===== src/rtl/stk_arb_if.sv =====
// Command/response bundle between requesting engines and the shared stack arbiter.
interface stk_arb_if #(
    parameter int unsigned ENGS_N = 4,
    parameter int unsigned W      = 128,
    parameter int unsigned DEPTH  = 8
);
    localparam int unsigned CW = $clog2(DEPTH + 1);

    logic [ENGS_N-1:0][2:0]   i_cmd_opcode;
    logic [ENGS_N-1:0][W-1:0] i_cmd_dat;
    logic [ENGS_N-1:0]        o_cmd_ack;
    logic [ENGS_N-1:0]        o_rsp_vld;
    logic [W-1:0]             o_rsp_dat;
    logic [CW-1:0]            o_cnt;
    logic                     o_err_ovf;
    logic                     o_err_udf;

    // Engine side: issues commands, receives grants and responses.
    modport master (
        output i_cmd_opcode, i_cmd_dat,
        input  o_cmd_ack, o_rsp_vld, o_rsp_dat, o_cnt, o_err_ovf, o_err_udf
    );

    // Arbiter side.
    modport slave (
        input  i_cmd_opcode, i_cmd_dat,
        output o_cmd_ack, o_rsp_vld, o_rsp_dat, o_cnt, o_err_ovf, o_err_udf
    );
endinterface


===== src/rtl/stk_arb.sv =====
// Shared LIFO stack with round-robin arbitration among ENGS_N command ports.
// One command is consumed per cycle; POP/PUSHPOP responses appear one cycle later.
module stk_arb #(
    parameter int unsigned ENGS_N = 4,
    parameter int unsigned W      = 128,
    parameter int unsigned DEPTH  = 8
) (
    input  logic     clk,
    input  logic     arst,
    stk_arb_if.slave bus
);
    localparam int unsigned PW = (ENGS_N > 1) ? $clog2(ENGS_N) : 1;
    localparam int unsigned CW = $clog2(DEPTH + 1);
    localparam int unsigned AW = $clog2(DEPTH);

    localparam logic [2:0] OP_NOP     = 3'd0;
    localparam logic [2:0] OP_PUSH    = 3'd1;
    localparam logic [2:0] OP_POP     = 3'd2;
    localparam logic [2:0] OP_PUSHPOP = 3'd3;
    localparam logic [2:0] OP_CLR     = 3'd4;

    logic [PW-1:0]     last;
    logic [ENGS_N-1:0] req;
    logic              gnt;
    logic [PW-1:0]     sel;
    logic [ENGS_N-1:0] ack_c;
    int                idx;

    logic [W-1:0]      mem [DEPTH];
    logic [CW-1:0]     cnt, cnt_nxt;
    logic [ENGS_N-1:0] rsp_vld, rsp_vld_nxt;
    logic [W-1:0]      rsp_dat, rsp_dat_nxt;
    logic              err_ovf, err_ovf_nxt;
    logic              err_udf, err_udf_nxt;

    logic [2:0]        op;
    logic              full, empty;
    logic [AW-1:0]     top_idx;
    logic [W-1:0]      top;
    logic              we;
    logic [AW-1:0]     waddr;
    logic [W-1:0]      wdat;

    // A port requests only with a defined non-NOP opcode; 5..7 are ignored.
    always_comb begin
        for (int i = 0; i < int'(ENGS_N); i++) begin
            req[i] = (bus.i_cmd_opcode[i] >= OP_PUSH) && (bus.i_cmd_opcode[i] <= OP_CLR);
        end
    end

    // Round-robin pick starting just after the last granted port; nothing during reset.
    always_comb begin
        gnt = 1'b0;
        sel = '0;
        idx = 0;
        for (int k = 1; k <= int'(ENGS_N); k++) begin
            idx = (int'(last) + k) % int'(ENGS_N);
            if (!gnt && req[PW'(idx)]) begin
                gnt = 1'b1;
                sel = PW'(idx);
            end
        end
        if (arst) begin
            gnt = 1'b0;
        end
    end

    assign ack_c         = gnt ? (ENGS_N'(1) << sel) : '0;
    assign bus.o_cmd_ack = ack_c;

    assign op      = gnt ? bus.i_cmd_opcode[sel] : OP_NOP;
    assign full    = (cnt == CW'(DEPTH));
    assign empty   = (cnt == '0);
    assign top_idx = AW'(cnt - CW'(1));
    assign top     = mem[top_idx];

    // Stack update and response generation for the granted command.
    always_comb begin
        cnt_nxt     = cnt;
        rsp_vld_nxt = '0;
        rsp_dat_nxt = '0;
        err_ovf_nxt = 1'b0;
        err_udf_nxt = 1'b0;
        we          = 1'b0;
        waddr       = AW'(cnt);
        wdat        = bus.i_cmd_dat[sel];
        case (op)
            OP_PUSH: begin
                if (!full) begin
                    we      = 1'b1;
                    cnt_nxt = cnt + CW'(1);
                end else begin
                    err_ovf_nxt = 1'b1;
                end
            end
            OP_POP: begin
                rsp_vld_nxt = ack_c;
                if (!empty) begin
                    cnt_nxt     = cnt - CW'(1);
                    rsp_dat_nxt = top;
                end else begin
                    err_udf_nxt = 1'b1;
                end
            end
            OP_PUSHPOP: begin
                rsp_vld_nxt = ack_c;
                we          = 1'b1;
                if (!empty) begin
                    waddr       = top_idx;
                    rsp_dat_nxt = top;
                end else begin
                    cnt_nxt     = CW'(1);
                    err_udf_nxt = 1'b1;
                end
            end
            OP_CLR: begin
                cnt_nxt = '0;
            end
            default: ;
        endcase
    end

    // Control and response registers; reset discards any pending response.
    always_ff @(posedge clk or posedge arst) begin
        if (arst) begin
            last    <= PW'(ENGS_N - 1);
            cnt     <= '0;
            rsp_vld <= '0;
            rsp_dat <= '0;
            err_ovf <= 1'b0;
            err_udf <= 1'b0;
        end else begin
            if (gnt) begin
                last <= sel;
            end
            cnt     <= cnt_nxt;
            rsp_vld <= rsp_vld_nxt;
            rsp_dat <= rsp_dat_nxt;
            err_ovf <= err_ovf_nxt;
            err_udf <= err_udf_nxt;
        end
    end

    // Stack storage needs no reset; occupancy alone defines valid entries.
    always_ff @(posedge clk) begin
        if (we) begin
            mem[waddr] <= wdat;
        end
    end

    assign bus.o_cnt     = cnt;
    assign bus.o_rsp_vld = rsp_vld;
    assign bus.o_rsp_dat = rsp_dat;
    assign bus.o_err_ovf = err_ovf;
    assign bus.o_err_udf = err_udf;
endmodule


===== src/flat_wrapper.sv =====
// flat-port wrapper written by rule: the top's interface ports become plain ports
module stk_arb_flat 
#(
    parameter int unsigned ENGS_N = 4,
    parameter int unsigned W      = 128,
    parameter int unsigned DEPTH  = 8
)
  (clk, arst, bus_i_cmd_opcode, bus_i_cmd_dat, bus_o_cmd_ack, bus_o_rsp_vld, bus_o_rsp_dat, bus_o_cnt, bus_o_err_ovf, bus_o_err_udf);
  stk_arb_if #(.ENGS_N(ENGS_N), .W(W), .DEPTH(DEPTH)) bus_i ();
  input  logic clk;
  input  logic arst;
  input wire logic [$bits(bus_i.i_cmd_opcode)-1:0] bus_i_cmd_opcode;
  input wire logic [$bits(bus_i.i_cmd_dat)-1:0] bus_i_cmd_dat;
  output wire logic [$bits(bus_i.o_cmd_ack)-1:0] bus_o_cmd_ack;
  output wire logic [$bits(bus_i.o_rsp_vld)-1:0] bus_o_rsp_vld;
  output wire logic [$bits(bus_i.o_rsp_dat)-1:0] bus_o_rsp_dat;
  output wire logic [$bits(bus_i.o_cnt)-1:0] bus_o_cnt;
  output wire logic [$bits(bus_i.o_err_ovf)-1:0] bus_o_err_ovf;
  output wire logic [$bits(bus_i.o_err_udf)-1:0] bus_o_err_udf;
  assign bus_i.i_cmd_opcode = bus_i_cmd_opcode;
  assign bus_i.i_cmd_dat = bus_i_cmd_dat;
  assign bus_o_cmd_ack = bus_i.o_cmd_ack;
  assign bus_o_rsp_vld = bus_i.o_rsp_vld;
  assign bus_o_rsp_dat = bus_i.o_rsp_dat;
  assign bus_o_cnt = bus_i.o_cnt;
  assign bus_o_err_ovf = bus_i.o_err_ovf;
  assign bus_o_err_udf = bus_i.o_err_udf;
  stk_arb #(.ENGS_N(ENGS_N), .W(W), .DEPTH(DEPTH)) u_core (.clk(clk), .arst(arst), .bus(bus_i));
endmodule

===== config.mk =====
export PLATFORM = sky130hd
export DESIGN_NAME = stk_arb_flat
export DESIGN_NICKNAME = d
export VERILOG_FILES = /design/src/rtl/stk_arb_if.sv /design/src/rtl/stk_arb.sv /design/src/flat_wrapper.sv
export SDC_FILE = /design/constraint.sdc
export NUM_CORES = 1
export LEC_CHECK = 0
export ABC_AREA = 1
export CORE_MARGIN = 5
export CORE_UTILIZATION = 55
export DETAILED_ROUTE_END_ITERATION = 10
export GPL_TIMING_DRIVEN = 0
export HOLD_SLACK_MARGIN = 0.03
export PLACE_DENSITY = 0.91
export SYNTH_ARGS = -nofsm -noshare
export SYNTH_HDL_FRONTEND = slang
export SYNTH_SLANG_ARGS = --single-unit

===== constraint.sdc =====
create_clock -name clk -period 10.37 [get_ports clk]
set_input_delay 2.074 -clock clk [delete_from_list [all_inputs] [get_ports clk]]
set_output_delay 2.074 -clock clk [all_outputs]
set_load 0.02 [all_outputs]

==> metrics.md <==
| Metric | Value |
|---|---|
| Final setup viols | `0` |
| Met2 Use GR | `0.540` |
| Number of global-route vias before repair | `36600` |
| Register area | `34300 µm²` |
| Largest net degree at the start of global routing | `94` |
| FF-to-FF End | `u_core.mem[1][76]$_DFFE_PP_` |
| CP delay by family, top | `buffers and inverters` |
| Die H | `305 µm` |
| Worst EP required | `8300 ps` |
| Gr usage total | `0.316` |
| Multi-input gate area | `12200 µm²` |
| DP HPWL | `101 mm` |
| CTS tree | `done` |
| Iter 0 DRT Violations | `5641` |
| CP Launch Point | `bus_i_cmd_opcode[7]` |
| Initial antenna violation count | `5` |
| Clock skew | `42.0 ps` |
| Post-Syn Area | `47700 µm²` |
| Crit-path max cell delay | `600 ps` |
| Via count | `36400` |
| GRT Max-Usage Layer | `met2` |
| Startpoint types | `input pin` |
| Share of the synthesized area in the top cell type | `0.644` |
| Final GP Congestion | `0.927` |
| Final hold viol count | `0` |
| Worst r2r path cells | `16` |
| First-pass GRT wire length | `223 mm` |
| # fillers | `5305` |
| Min Tclk post-route | `7750 ps` |
| Post-synth cell types | `40` |
| Worst Max-Slew Pin Slew | `1430 ps` |
| Slowest cell on crit path | `clkdlybuf4s50_1` |
| Worst skew pair latency | `660 ps` |
| Antenna Nets Post-Route | `0` |
| Met1 GRT Util | `0.381` |
| Share of layout cells above drive strength 1 | `0.0666` |
| Die Wd | `305 µm` |
| Post-synthesis sequential area ratio | `0.718` |
| Crit. path cell count | `17` |
| Sum Neg Setup Slack | `0 ps` |
| # H-tree levels | `3` |
| WL/cell | `27.3 µm` |
| Worst path cell trace | `clkdlybuf4s50_1 -> nor2_1 -> nand2_1 -> nand3_1 -> nand2_1 -> nand2_1 -> nand2_2 -> nor2_4 -> nand2_1 -> nand2_2 -> nand2_1 -> nand2_2 -> buf_4 -> buf_2 -> buf_2 -> nor3_1 -> clkdlybuf4s50_1` |
| Fmax | `129 MHz` |
| Die area | `92800 µm²` |
| Post-route setup slack | `2620 ps` |
| Cell taking the most area after synthesis | `edfxtp_1` |
| Core Util, Final | `0.696` |
| Critical path class | `input pin to primary output` |
| Met3 Usage GRT | `0.0743` |
| GRT overflow | `0` |
| Core area | `86500 µm²` |
| Top_reg_cell synth | `edfxtp_1` |
| Synth Register Bits | `1164` |
| Synthesized area per cell | `13.4 µm²` |
| CTS Buffer Depth | `3` |
| NumNets Final | `4910` |
| Vias/cell | `6.46` |
| FP Rows | `108` |
| Clock Sinks | `1164` |
| Post-cts gate resize count | `0` |
| Setup bufs post-CTS | `0` |
| Unrepaired setup endpoints after global routing | `false` |
| Pre-CTS WS | `2830 ps` |
| Worst R2R Setup Slack | `3580 ps` |
| Worst Hold Class | `register to register` |
| Mapped Cells | `3567` |
| CP Buf/Inv Count | `5` |
| CP endpoint | `bus_o_cmd_ack[0]` |
| # IOs | `668` |
| Slew Viols, Final | `0` |
| Hold_buf cts | `0` |
| Status | `completed` |
| Slew headroom | `0.0463` |
| DRC viols | `0` |
| Max cap viols | `0` |
| Reg clk slew, reported paths | `70 ps` |
| CP Max Fanout | `10` |
| Post-synth EDFFs | `1024` |
| Yosys warnings | `0` |
| Worst EP arrival | `5680 ps` |
| CP most frequent cell | `nand2_1` |
| Initial Utilization | `0.552` |
| Port Buffers | `667` |
| Crit end category | `primary output` |
| Final wirelength | `154 mm` |
| Detailed Routing Iterations Pass 1 | `8` |
| Async SR Flop Fraction | `0.120` |
| Area delta synth->final | `26.2%` |
| Clock root buffer master | `clkbuf_16` |
| Top post-synthesis cells by area | `edfxtp_1 64%, dfrtp_1 7.2%, mux2i_1 5.4%` |
| Reg2reg start | `u_core.bus.o_cnt[0]$_DFFE_PP0P_` |
| Fin crit share | `0.748` |
| Total CTS buffers | `106` |
| Mapped Nets | `4095` |
cells in the final DEF (no fill, tap or decap), types with 8 or more instances in the layout:
| cell type | instances |
|---|---|
| dfrtp_1 | 138 |
| clkdlybuf4s50_1 | 667 |
| buf_1 | 11 |
| o22ai_1 | 128 |
| o21ai_1 | 48 |
| clkbuf_1 | 246 |
| o21ai_0 | 473 |
| nand2_2 | 8 |
| mux2i_1 | 256 |
| bufinv_16 | 9 |
| clkbuf_16 | 108 |
| buf_6 | 15 |
| nor2_1 | 652 |
| o221ai_1 | 256 |
| clkinv_2 | 15 |
| inv_1 | 19 |
| buf_12 | 33 |
| clkbuf_8 | 9 |
| nand3_1 | 161 |
| nor2_4 | 10 |
| nand2_1 | 66 |
| edfxtp_1 | 1024 |
| clkinv_1 | 12 |
| buf_2 | 41 |
state kept, by name, summed over array words and instances (netlist names):
| name | cells |
|---|---|
| u_core.last | 2 |
| u_core.mem | 1024 |
| u_core.bus.o_cnt | 4 |
| u_core.bus.o_rsp_dat | 128 |
| u_core.bus.o_err_udf | 1 |
| u_core.bus.o_rsp_vld | 4 |
| u_core.bus.o_err_ovf | 1 |
worst min-delay path by stage:
stage,from,end,slack [ps],depth (start not counted)
finish,u_core.bus.o_cnt[1]$_DFFE_PP0P_,u_core.bus.o_cnt[1]$_DFFE_PP0P_,660,2
global route,u_core.bus.o_cnt[3]$_DFFE_PP0P_,u_core.bus.o_cnt[3]$_DFFE_PP0P_,690,2
CTS,u_core.bus.o_cnt[1]$_DFFE_PP0P_,u_core.bus.o_cnt[1]$_DFFE_PP0P_,640,2
detailed placement,u_core.bus.o_cnt[3]$_DFFE_PP0P_,u_core.bus.o_cnt[3]$_DFFE_PP0P_,590,2
global placement,u_core.bus.o_cnt[3]$_DFFE_PP0P_,u_core.bus.o_cnt[3]$_DFFE_PP0P_,580,2
floorplan,u_core.last[1]$_DFFE_PP1P_,u_core.last[1]$_DFFE_PP1P_,620,2
synth_stat cells, drive strengths merged (2+ instances only):
library cell / number
dfstp: 2
xnor2: 2
nor3: 4
o221ai: 256
o22ai: 128
nor2: 664
xor2: 3
ha: 2
clkbuf: 216
buf: 70
nand2: 75
edfxtp: 1024
o21ai: 523
nand3b: 3
mux2i: 256
inv: 27
nand3: 166
dfrtp: 138
a21oi: 4
metrics by stage:
| stage | instance area, µm² | hold slack [ps] | cells |
|---|---|---|---|
| global placement | 55800 | 583 | 5389 |
| global route | 60200 | 685 | 5627 |
| finish | 60200 | 664 | 5632 |
| detailed placement | 56800 | 595 | 5429 |
| floorplan | 47700 | 619 | 3567 |
| CTS | 60200 | 644 | 5627 |
worst register-to-register path: stages (launching register included):
cell and delay (ps):
dfrtp_1 460, buf_2 260, inv_2 290, clkbuf_1 910, clkbuf_1 550, ha_1 270, clkbuf_1 590, clkbuf_1 870
nand2_1 140, o21ai_0 120, nand2_1 70, o21ai_1 120, nand2_1 190, nor2_4 780, buf_12 300, buf_12 240
buf_12 270
area by class of cell:
class,instances,area share
antenna,5,0.000208
buffer,286,0.0208
tap,1155,0.0240
timing repair buffer,707,0.125
multi-input combinational,2090,0.202
sequential,1164,0.569
clock inverter,50,0.00852
clock buffer,148,0.0489
inverter,27,0.00177
per-layer routing:
layer  vias up  share of wire
met3       529           0.12
li1      15200              -
met4         8          0.051
met5         -        0.00036
met2      3064           0.49
met1     17500           0.33
cell families after synthesis:
kind of cell / share of synthesized area
flip-flops: 0.718
AND/OR/NAND/NOR: 0.0786
AO/OA/AOI/OAI: 0.120
buffers and inverters: 0.0283
multiplexers: 0.0537
XOR/XNOR: 0.00108
adder cells (fa/ha/maj): 0.000524
Power is not shown: default switching activity piles up to over one toggle a cycle in this logic, so the estimate is an artifact.
